File: src/rtl/mem_stage_requester.sv
// Memory-stage initiator: decodes icode into one read/write on the req/ack data-memory bus, returns valM.
// Latency: start edge -> mem_req next cycle; ack edge -> done next cycle; non-memory or bad address -> done next cycle.
// Backpressure: mem_req and its address/data are held until mem_ack or timeout; start is ignored while busy.
module mem_stage_requester #(
    parameter logic [63:0] ADDR_LIMIT = 64'd512,
    parameter int          TIMEOUT    = 16
) (
    input  logic        clk,
    input  logic        rst,
    input  logic        start,
    input  logic [3:0]  icode,
    input  logic [63:0] valA,
    input  logic [63:0] valE,
    input  logic [63:0] valP,
    output logic        mem_req,
    output logic        mem_we,
    output logic [63:0] mem_addr,
    output logic [63:0] mem_wdata,
    input  logic        mem_ack,
    input  logic [63:0] mem_rdata,
    output logic [63:0] valM,
    output logic        busy,
    output logic        done,
    output logic        dmem_error
);

    // Counter must be able to hold TIMEOUT-1; width sized for TIMEOUT itself.
    localparam int CW = $clog2(TIMEOUT + 1);
    localparam logic [CW-1:0] TO_LAST = CW'(TIMEOUT - 1);

    typedef enum logic [1:0] {
        S_IDLE = 2'd0,
        S_REQ  = 2'd1,
        S_DONE = 2'd2
    } state_t;

    state_t          r_state;
    state_t          w_next;

    logic            w_is_mem;
    logic            w_is_wr;
    logic [63:0]     w_addr;
    logic [63:0]     w_wdata;
    logic            w_addr_bad;
    logic            w_accept;
    logic            w_timeout;

    logic [CW-1:0]   r_cnt;
    logic            r_we;
    logic [63:0]     r_addr;
    logic [63:0]     r_wdata;
    logic [63:0]     r_valm;
    logic            r_err;

    // Decode icode into transaction kind, address source and write-data source.
    always_comb begin
        w_is_mem = 1'b0;
        w_is_wr  = 1'b0;
        w_addr   = 64'd0;
        w_wdata  = 64'd0;
        case (icode)
            4'h4: begin  // rmmovq: store valA at valE
                w_is_mem = 1'b1;
                w_is_wr  = 1'b1;
                w_addr   = valE;
                w_wdata  = valA;
            end
            4'h5: begin  // mrmovq: load from valE
                w_is_mem = 1'b1;
                w_addr   = valE;
            end
            4'h8: begin  // call: push return address valP at valE
                w_is_mem = 1'b1;
                w_is_wr  = 1'b1;
                w_addr   = valE;
                w_wdata  = valP;
            end
            4'h9: begin  // ret: pop return address from valA
                w_is_mem = 1'b1;
                w_addr   = valA;
            end
            4'hA: begin  // pushq: store valA at valE
                w_is_mem = 1'b1;
                w_is_wr  = 1'b1;
                w_addr   = valE;
                w_wdata  = valA;
            end
            4'hB: begin  // popq: load from valA
                w_is_mem = 1'b1;
                w_addr   = valA;
            end
            default: begin
                w_is_mem = 1'b0;
            end
        endcase
    end

    // Full-width range check and timeout detection shared by FSM and datapath.
    always_comb begin
        w_addr_bad = (w_addr >= ADDR_LIMIT);
        w_accept   = (r_state == S_IDLE) && start;
        w_timeout  = (r_cnt == TO_LAST);
    end

    // State register; async reset drops any in-flight request immediately.
    always_ff @(posedge clk or posedge rst) begin
        if (rst) begin
            r_state <= S_IDLE;
        end else begin
            r_state <= w_next;
        end
    end

    // Next-state: bad addresses and non-memory ops skip REQ; ack beats timeout.
    always_comb begin
        w_next = r_state;
        case (r_state)
            S_IDLE: begin
                if (start) begin
                    if (w_is_mem && !w_addr_bad) begin
                        w_next = S_REQ;
                    end else begin
                        w_next = S_DONE;
                    end
                end
            end
            S_REQ: begin
                if (mem_ack || w_timeout) begin
                    w_next = S_DONE;
                end
            end
            S_DONE: begin
                w_next = S_IDLE;
            end
            default: begin
                w_next = S_IDLE;
            end
        endcase
    end

    // Outputs decoded purely from the current state.
    always_comb begin
        mem_req = (r_state == S_REQ);
        busy    = (r_state != S_IDLE);
        done    = (r_state == S_DONE);
    end

    // Datapath: latch the transaction on accept, capture read data on ack, track timeout and error.
    always_ff @(posedge clk or posedge rst) begin
        if (rst) begin
            r_cnt   <= '0;
            r_we    <= 1'b0;
            r_addr  <= 64'd0;
            r_wdata <= 64'd0;
            r_valm  <= 64'd0;
            r_err   <= 1'b0;
        end else begin
            if (w_accept) begin
                r_cnt <= '0;
                if (w_is_mem && !w_addr_bad) begin
                    r_we    <= w_is_wr;
                    r_addr  <= w_addr;
                    r_wdata <= w_wdata;
                    r_err   <= 1'b0;
                end else begin
                    // Out-of-range memory op flags an error; a non-memory op clears it.
                    r_err <= w_is_mem;
                end
            end else if (r_state == S_REQ) begin
                if (mem_ack) begin
                    r_cnt <= '0;
                    if (!r_we) begin
                        r_valm <= mem_rdata;
                    end
                end else if (w_timeout) begin
                    r_cnt <= '0;
                    r_err <= 1'b1;
                end else begin
                    r_cnt <= r_cnt + 1'b1;
                end
            end
        end
    end

    // Registered transaction fields drive the bus directly; meaningful only while mem_req.
    always_comb begin
        mem_we     = r_we;
        mem_addr   = r_addr;
        mem_wdata  = r_wdata;
        valM       = r_valm;
        dmem_error = r_err;
    end

endmodule

File: config.mk
export PLATFORM = sky130hd
export DESIGN_NAME = mem_stage_requester
export DESIGN_NICKNAME = d
export VERILOG_FILES = /design/src/rtl/mem_stage_requester.sv
export SDC_FILE = /design/constraint.sdc
export NUM_CORES = 1
export LEC_CHECK = 0
export CAP_MARGIN = 20
export CORE_AREA = 4 4 175 177
export DETAILED_ROUTE_END_ITERATION = 10
export DIE_AREA = 0 0 179 181
export SKIP_CTS_REPAIR_TIMING = 1
export SYNTH_ARGS = -nofsm -noshare
export SYNTH_HDL_FRONTEND = slang
export SYNTH_SLANG_ARGS = --single-unit
File: constraint.sdc
create_clock -name clk -period 8.2 [get_ports clk]
set_input_delay 1.64 -clock clk [delete_from_list [all_inputs] [get_ports clk]]
set_output_delay 1.64 -clock clk [all_outputs]
set_load 0.05 [all_outputs]
==> flow_metrics.py <==
metrics = {
    "route": {
        "drt-total-wl_um": 29400,
        "routed-via-count": 6652,
        "drt_iter0_markers": 339,
        "post_drt_wl_per_cell_um": 20.3,
        "first_pass_iters": 4,
        "viasPerCell": 4.61,
        "drcViolationCount": 0,
        "ant_nets": 0,
    },
    "setup_path": {
        "cp_common_cell": "nand4_1",
        "cp_max_fo": 67,
        "slowest_delay_ps": 710,
        "critPathKind": "primary input to register",
        "cp.required_ps": 8590,
        "crit_path_start_kind": "primary input",
        "arrival_ps": 4850,
        "cp_num_buf_inv": 2,
        "crit_path_top_delay_cell": "nor4_1",
        "cp-end-kind": "register",
        "cp_cell_sequence": "clkdlybuf4s50_1 -> nor4_1 -> nand4_1 -> o41ai_2 -> nand4_1 -> buf_4 -> mux2_4",
        "critical-path-top-delay-family": "simple AND/OR/NAND/NOR gates",
    },
    "timing": {
        "fin_setup_tns_ps": 0,
        "min_period_ps": 4460,
        "worstMarginPinSlew_ps": 1120,
        "skew_ps": 11.3,
        "clock.fmax_ghz": 0.224,
        "setup_viol_count_final": 0,
        "relSlewSlack": 0.253,
        "finalCritPeriodShare": 0.544,
        "final_max_slew_viol_count": 0,
        "hold_viol_final": 0,
        "rsz0062_at_grt": "no",
    },
    "power_and_ir_drop": {
        "powerDensity_mw_per_mm2": 271,
        "swShare": 0.378,
        "switchingPower_mw": 1.45,
        "p_leak_nw": 6.25,
        "clkPwrFrac": 0.263,
        "power.internal_mw": 2.38,
        "p_seq_frac": 0.335,
        "combPwrFrac": 0.402,
        "irDropWorstVdd_mv": 0.123,
    },
    "floorplan": {
        "num_rows": 63,
        "design.core.area_sq_mm": 0.0292,
        "die_height_um": 181,
        "die_x_um": 179,
        "dieArea_sq_mm": 0.0324,
        "initial_utilization": 0.287,
        "io-pin-count": 461,
    },
    "clock_tree": {
        "clk_latency_ps": 520,
        "clock_sinks": 201,
        "cts_tree": "built",
        "cts_made_buffers": 24,
        "htree_levels": 1,
        "clockRootBuffer": "clkbuf_16",
        "cts_buffer_depth": 3,
        "clk_pin_slew_ps": 50,
    },
    "global_route": {
        "grt_pass1_wl_um": 42800,
        "grt_max_degree": 129,
        "overflow": 0,
        "grt_pass1_vias": 7063,
        "antenna_found_initial": 0,
        "track_usage": 0.171,
    },
    "place": {
        "dpl_cell_area_sq_mm": 0.0134,
        "gp_congestion": 0.863,
        "placedCellCount": 1403,
        "hpwl_um": 22100,
        "io_buffers": 460,
    },
    "final_layout": {
        "num_antenna_cells": 0,
        "final_area_sq_mm": 0.0141,
        "drive_above_1_share": 0.172,
        "final_net_count": 1304,
        "syn_to_final_growth_pct": 68.4,
        "n_fill_cell": 2634,
        "instances_no_fill": 1444,
    },
    "logic_synthesis": {
        "yosysWarnings": 0,
        "yosysSeqAreaShare": 0.600,
        "synthArstFlopShare": 1.00,
        "synth_largest_area_cell": "dfrtp_1",
        "synth_seq_cells": 201,
        "yosysUniqueCellTypes": 34,
        "ys.flop_type": "dfrtp_1",
        "syn-cell-area_sq_mm": 0.00838,
        "avgSynthCellArea_sq_um": 14.4,
        "syn_nets": 846,
        "synthTopCellsByArea": "dfrtp_1 60%, mux2_2 13%, a22o_1 7.7%, mux2_4 7.2%, and2_1 4.2%",
        "synthCells": 581,
        "synth_top_area_frac": 0.600,
        "synth_edf_count": 0,
    },
    "worst_hold_path": {
        "hp-class": "register to register",
    },
    "job": {
        "maxCapViolations": 0,
    },
    "run_status": {
        "status": "completed",
    },
}
stage by stage:
| stage | utilization | total power [mW] | worst slack (ps) | hold WS (ps) |
|---|---|---|---|---|
| floorplan | - | 2.23 | 1080 | 473 |
| detailed placement | 0.457 | 2.85 | 3250 | 470 |
| finish | 0.483 | 3.83 | 3740 | 481 |
| global placement | 0.457 | 2.84 | 3210 | 469 |
| CTS | 0.483 | 3.89 | 3790 | 486 |
| global route | 0.483 | 4.00 | 3630 | 493 |
cells in the mapped netlist, drive strengths merged (6+ instances only):
| library cell | instances |
|---|---|
| mux2 | 137 |
| and2 | 56 |
| dfrtp | 201 |
| nor2b | 6 |
| a22o | 74 |
| o21ai | 6 |
| clkbuf | 24 |
| buf | 10 |
| nor4 | 26 |
| nand4 | 7 |
| nand2 | 8 |
registers in the layout (all words and copies together) (netlist names):
signal,flops
mem_wdata,64
mem_addr,64
mem_we,1
dmem_error,1
r_cnt,5
r_state,2
valM,64
cell usage in the layout (no fill, tap or decap), types with 3 or more instances in the layout:
| cell type | instances |
|---|---|
| nand2_1 | 8 |
| nor2b_1 | 6 |
| clkinv_2 | 4 |
| nor4_1 | 26 |
| mux2_1 | 3 |
| nand4_1 | 7 |
| clkdlybuf4s50_1 | 460 |
| mux2_4 | 40 |
| a22o_1 | 74 |
| dfrtp_1 | 201 |
| and2_1 | 56 |
| clkbuf_8 | 3 |
| clkbuf_16 | 24 |
| buf_4 | 6 |
| clkbuf_1 | 8 |
| mux2_2 | 94 |
| o21ai_0 | 5 |
layout make-up:
type | count | area (sq um) | share of cell area
sequential | 201 | 5030 | 0.356
timing repair buffer | 466 | 4650 | 0.329
multi-input combinational | 343 | 3190 | 0.226
clock buffer | 35 | 672 | 0.0476
tap | 390 | 488 | 0.0346
clock inverter | 6 | 66.3 | 0.00470
inverter | 3 | 18.8 | 0.00133
power groups by stage:
| stage | logic (mW) | registers, mW | clock network (mW) |
|---|---|---|---|
| 5_1_grt | 1.60 | 1.31 | 1.09 |
| 2_1_floorplan | 0.264 | 1.96 | 0 |
| 6_report | 1.54 | 1.28 | 1.01 |
| 3_5_place_dp | 1.55 | 1.30 | 0 |
| 3_3_place_gp | 1.55 | 1.29 | 0 |
| 4_1_cts | 1.56 | 1.28 | 1.05 |
cells by family (layout without fill, tap and decap cells):
logic type      after synthesis  in the layout  share of synthesized area
fa+ha+maj                     1              1                    0.00149
flops                       201            201                      0.600
buf+inv                      37            510                     0.0216
xor+xnor                      1              1                    0.00104
mux                         138            138                      0.203
simple gates                116            116                     0.0837
compound gates               87             87                     0.0890
layer usage:
| metal | part of all wire | global-route usage | vias up |
|---|---|---|---|
| met3 | 0.078 | 0.0414 | 53 |
| met2 | 0.52 | 0.311 | 268 |
| li1 | - | - | 3058 |
| met1 | 0.38 | 0.197 | 3273 |
| met4 | 0.031 | 0.0537 | 0 |
| met5 | 0 | 0 | - |
worst paths after layout:
kind | from | endpoint | slack, ps | cells after the start
setup reg to reg | r_state[0] | mem_wdata[26] | 6030 | 5
max in group asynchronous | rst | mem_addr[29] | 4850 | 3
min in group asynchronous | rst | valM[25] | 1690 | 2
setup / recovery | valA[51] | mem_wdata[26] | 3740 | 7
hold / removal | mem_addr[25] | mem_addr[25] | 480 | 1
hold reg to reg | mem_addr[25] | mem_addr[25] | 480 | 1
(Power assumes the default switching activity.)
